`src/rtl/fetch_stage_pkg.sv`:
```
// ---------------------------------------------------------------------------
// fetch_stage_pkg : constants shared by the fetch stage and its IF/ID register
// Rev 1.0
// ---------------------------------------------------------------------------
`default_nettype none

package fetch_stage_pkg;

  localparam int unsigned NOP_WORD   = 32'h0000_0000;
  localparam int unsigned PC_RESET   = 32'h0000_0000;
  localparam int unsigned PC_STEP    = 32'd4;
  // Low address bits that must be cleared to form a word-aligned fetch address.
  localparam int unsigned ALIGN_MASK = 32'h0000_0003;

endpackage

`default_nettype wire

```
`src/rtl/fetch_stage_if_id.sv`:
```
// ---------------------------------------------------------------------------
// if_id_reg : IF/ID pipeline register with hold (freeze) and bubble (flush)
// Rev 1.0
// ---------------------------------------------------------------------------
`default_nettype none

module if_id_reg
  import fetch_stage_pkg::*;
#(
  parameter int n = 32
) (
  input  logic         clk,
  input  logic         rst,
  input  logic         freeze,
  input  logic         flush,
  input  logic [n-1:0] pc_in,
  input  logic [n-1:0] instr_in,
  output logic [n-1:0] pc,
  output logic [n-1:0] instr,
  output logic         valid
);

  logic [n-1:0] r_pc;
  logic [n-1:0] r_instr;
  logic         r_valid;

  // Flush outranks freeze so a taken branch always kills the fetched word.
  always_ff @(posedge clk) begin
    if (rst || flush) begin
      r_pc    <= '0;
      r_instr <= n'(NOP_WORD);
      r_valid <= 1'b0;
    end else if (!freeze) begin
      r_pc    <= pc_in;
      r_instr <= instr_in;
      r_valid <= 1'b1;
    end
  end

  assign pc    = r_pc;
  assign instr = r_instr;
  assign valid = r_valid;

endmodule

`default_nettype wire

```
`src/rtl/fetch_stage.sv`:
```
// ---------------------------------------------------------------------------
// fetch_stage : PC register, next-PC selection, IF/ID register, fetch counter
// Rev 1.0
// ---------------------------------------------------------------------------
`default_nettype none

module fetch_stage
  import fetch_stage_pkg::*;
#(
  parameter int n = 32
) (
  input  logic         clk,
  input  logic         rst,
  input  logic         freeze,
  input  logic         branch_taken,
  input  logic [n-1:0] branch_addr,
  output logic [n-1:0] PC,
  input  logic [n-1:0] instruction,
  output logic [n-1:0] if_id_pc,
  output logic [n-1:0] if_id_instr,
  output logic         if_id_valid,
  output logic [n-1:0] fetch_count
);

  logic [n-1:0] r_pc;
  logic [n-1:0] r_fetch_count;
  logic [n-1:0] w_pc_plus4;
  logic [n-1:0] w_branch_target;
  logic         w_advance;

  assign w_pc_plus4      = r_pc + n'(PC_STEP);
  assign w_branch_target = branch_addr & ~n'(ALIGN_MASK);
  assign w_advance       = !branch_taken && !freeze;

  always_ff @(posedge clk) begin
    if (rst) begin
      r_pc <= n'(PC_RESET);
    end else if (branch_taken) begin
      r_pc <= w_branch_target;
    end else if (!freeze) begin
      r_pc <= w_pc_plus4;
    end
  end

  // Counts only words actually delivered into IF/ID; sticks at all-ones.
  always_ff @(posedge clk) begin
    if (rst) begin
      r_fetch_count <= '0;
    end else if (w_advance && (r_fetch_count != '1)) begin
      r_fetch_count <= r_fetch_count + 1'b1;
    end
  end

  if_id_reg #(
    .n (n)
  ) u_if_id_reg (
    .clk      (clk),
    .rst      (rst),
    .freeze   (freeze),
    .flush    (branch_taken),
    .pc_in    (w_pc_plus4),
    .instr_in (instruction),
    .pc       (if_id_pc),
    .instr    (if_id_instr),
    .valid    (if_id_valid)
  );

  assign PC          = r_pc;
  assign fetch_count = r_fetch_count;

endmodule

`default_nettype wire

```
`config.mk`:
```
export PLATFORM = sky130hd
export DESIGN_NAME = fetch_stage
export DESIGN_NICKNAME = d
export VERILOG_FILES = /design/src/rtl/fetch_stage_pkg.sv /design/src/rtl/fetch_stage_if_id.sv /design/src/rtl/fetch_stage.sv
export SDC_FILE = /design/constraint.sdc
export NUM_CORES = 1
export LEC_CHECK = 0
export ABC_CLOCK_PERIOD_IN_PS = 2600
export CORE_MARGIN = 1.5
export CORE_UTILIZATION = 25
export DETAILED_ROUTE_END_ITERATION = 7
export GPL_TIMING_DRIVEN = 1
export HOLD_SLACK_MARGIN = 0.05
export MAX_ROUTING_LAYER = met4
export PLACE_DENSITY_LB_ADDON = 0.05
export SLEW_MARGIN = 30
export SYNTH_ARGS = -nofsm -noshare
export SYNTH_HDL_FRONTEND = slang
export SYNTH_SLANG_ARGS = --single-unit
```
`constraint.sdc`:
```
create_clock -name clk -period 2.6 [get_ports clk]
set_input_delay 0.65 -clock clk [delete_from_list [all_inputs] [get_ports clk]]
set_output_delay 0.65 -clock clk [all_outputs]
set_load 0.005 [all_outputs]
```
==> results.yml <==
yosys:
  synth_compound_area_share_pct: 13.1
  syn_inst: 690
  synth_top_area_cell: "dfxtp_1"
  async_flop_share_pct: 0
  synth.avg_cell_area_sq_um: 8.49
  synth-seq-cells: 125
  seq_area_frac_synth_pct: 42.7
  syn-cell-area_sq_um: 5860
  synth_top_family_by_area: "simple AND/OR/NAND/NOR gates"
  synth.top_cell.area_share_pct: 42.7
  synthFlopType: "dfxtp_1"
  synth.area.top_cells: "dfxtp_1, nor2_1, mux2i_1"
  synth-edff-count: 0
  synth_xor_area_share_pct: 9.42
  synthSimpleGateAreaFrac_pct: 23.0
  yosysWarningCount: 0
  synthAdderAreaFrac_pct: 0.427
  ys_types: 48
  synth.area.mux_share_pct: 6.70
grt:
  grt-busiest-layer: "met2"
  grt_max_degree: 49
  grt_pass1_wl_um: 30600
  antenna_found_initial: 3
  grt_use_met1_pct: 20.1
  grt_usage_pct: 16.6
  met3_usage_pct: 5.78
  met2_usage_pct: 25.9
  grt_overflow: 0
  grt_pass1_vias: 5661
cts:
  clk_latency_ps: 420
  cts.sinks: 125
  root_buffer: "clkbuf_16"
  cts_tree: "yes"
  ctsHoldBuffers: 0
  h-tree-depth: 4
  clock_path_buffers: 2
  cts_buffers: 17
  cts_resized: 0
  cts_setup_buffers: 0
  clk_pin_slew_ps: 60
route:
  first_iter_violations: 220
  viasPerCell: 4.70
  drc_errors: 0
  num_vias: 5697
  wire_per_inst_um: 16.0
  antenna_left: 0
  wirelength_um: 19400
  firstDrtPassIters: 4
final_layout:
  final_area_sq_um: 8820
  final_cell_mix: "clkdlybuf4s50_1, dfxtp_1, nor2_1, a21oi_1, nand2_1"
  final_common_cell: "clkdlybuf4s50_1"
  finalNonFillerCells: 1213
  drive_gt1_share_pct: 8.92
  area_growth_pct: 50.5
  finalNetCount: 954
die:
  dieWidth_um: 156
  start_util_pct: 25.7
  die_y_um: 156
  dieArea_sq_um: 24400
  rows: 55
  core-area_sq_um: 22800
  io_pins: 197
timing:
  setup_ws_ps: 155
  setup_tns_ps: 0
  maxSlewHeadroom_pct: 52.0
  fin_crit_sh_pct: 94.0
  worst_slew_pin_slew_ps: 714
  hold_ws_ps: 451
  rsz0062_at_grt: "no"
  setup_viol_count_final: 0
  skew_ps: 17.7
  fmax_mhz: 409
  slew_violations: 0
  finalHoldViolations: 0
  layout_min_cycle_time_ps: 2440
placement:
  place_congestion: 0.825
  dpl.hpwl_um: 13900
  place_area_sq_um: 8240
  dp_slack_ps: -289
  io_buffers: 190
  placedCellCount: 1178
status:
  status: "finished, final reports clean"
critical_path:
  critical_path_arrival_ps: 2790
  rr_worst_depth: 7
  start_kind: "input port"
  cp_cell_sequence: "clkdlybuf4s50_1, or2_1, or4_4, a2111o_1, or3_1, a21oi_1"
  cp-end-kind: "flip-flop"
  cp_max_fo: 8
  max_stage_delay_ps: 530
  crit_slowest_cell: "or4_4"
  critPathRequiredTime_ps: 2940
  setup.worst_path.class: "input port to flip-flop"
pwr:
  p_leak_nw: 3.11
  ir_drop_mv: 0.381
  pwr-share-comb_pct: 10.8
  power_density_nw_per_um2: 561
  sw_frac_of_total_pct: 24.3
  p_int_mw: 3.74
  power.switching_mw: 1.20
  pwr-share-seq_pct: 41.4
  p_clk_share_pct: 47.8
job:
  drv_cap: 0
min_path:
  min_path_type: "flip-flop to flip-flop"
  hold_depth: 2
## worst max-delay path, delay by kind of cell
kind,cells,cell delay (ps)
buffers and inverters,1,440
AOI/OAI and AO/OA,2,540
and+or+nand+nor,3,1150
## cells by family (layout without fill, tap and decap cells)
family	Yosys count	count (layout)
simple gates	276	276
other cells	1	7
buf+inv	66	270
xor+xnor	63	63
flops	125	125
fa+ha+maj	2	2
mux	39	39
compound gates	118	118
## metrics by stage
| stage | util [%] | total power, mW |
|---|---|---|
| floorplan | - | 2.31 |
| global placement | 36.1 | 2.63 |
| detailed placement | 36.1 | 2.63 |
| CTS | 38.6 | 5.03 |
| global route | 38.6 | 5.17 |
| finish | 38.6 | 4.95 |
## layout make-up
cell class	count	area, sq um
Sequential cell	125	2500
Fill cell	2346	14000
Multi-Input combinational cell	502	3100
Timing Repair Buffer	228	2200
Clock buffer	21	460
Inverter	10	37.5
Clock inverter	11	118
Tap cell	313	392
Antenna cell	3	7.51
## worst paths after layout
kind,startpoint,to,slack [ps]
setup reg to reg,fetch_count[0]$_SDFFE_PP0P_,fetch_count[10]$_SDFFE_PP0P_,330
setup / recovery,branch_taken,fetch_count[31]$_SDFFE_PP0P_,160
hold reg to reg,u_if_id_reg.valid$_SDFFE_PP0N_,u_if_id_reg.valid$_SDFFE_PP0N_,450
hold / removal,u_if_id_reg.valid$_SDFFE_PP0N_,u_if_id_reg.valid$_SDFFE_PP0N_,450
## Yosys cell counts, types with 3 or more instances
| master | n |
|---|---|
| dfxtp_1 | 125 |
| nor2_1 | 110 |
| a21oi_1 | 46 |
| clkbuf_1 | 45 |
| nand2_1 | 39 |
| mux2i_1 | 37 |
| xnor2_1 | 34 |
| a211oi_1 | 30 |
| xor2_1 | 29 |
| nand3_1 | 26 |
| nand4_1 | 25 |
| nor3_1 | 17 |
| nor4_1 | 16 |
| o21ai_0 | 11 |
| or3_1 | 11 |
| o21bai_1 | 10 |
| inv_1 | 9 |
| or4_1 | 8 |
| and4_1 | 6 |
| buf_2 | 5 |
| o31ai_1 | 5 |
| and3_1 | 4 |
| buf_4 | 4 |
| a311oi_1 | 3 |
| nor2b_1 | 3 |
| o41ai_1 | 3 |
## layer usage
metal	vias to the layer above	part of all wire, %
li1	2839	-
met1	2680	46
met2	161	46
met3	17	7.1
met4	0	1.5
met5	-	0
## state kept, by name, indices dropped and copies added (netlist names)
register / cells
PC: 30
u_if_id_reg.valid: 1
u_if_id_reg.pc: 30
fetch_count: 32
u_if_id_reg.instr: 32
## power by group through the flow
stage / logic [mW] / registers, mW / clock network [mW]
4_1_cts: 0.544 / 2.05 / 2.44
6_report: 0.534 / 2.05 / 2.36
3_5_place_dp: 0.541 / 2.09 / 0
5_1_grt: 0.584 / 2.06 / 2.53
3_3_place_gp: 0.538 / 2.09 / 0
2_1_floorplan: 0.226 / 2.08 / 0
No activity file was read; power rests on OpenSTA's default activity.
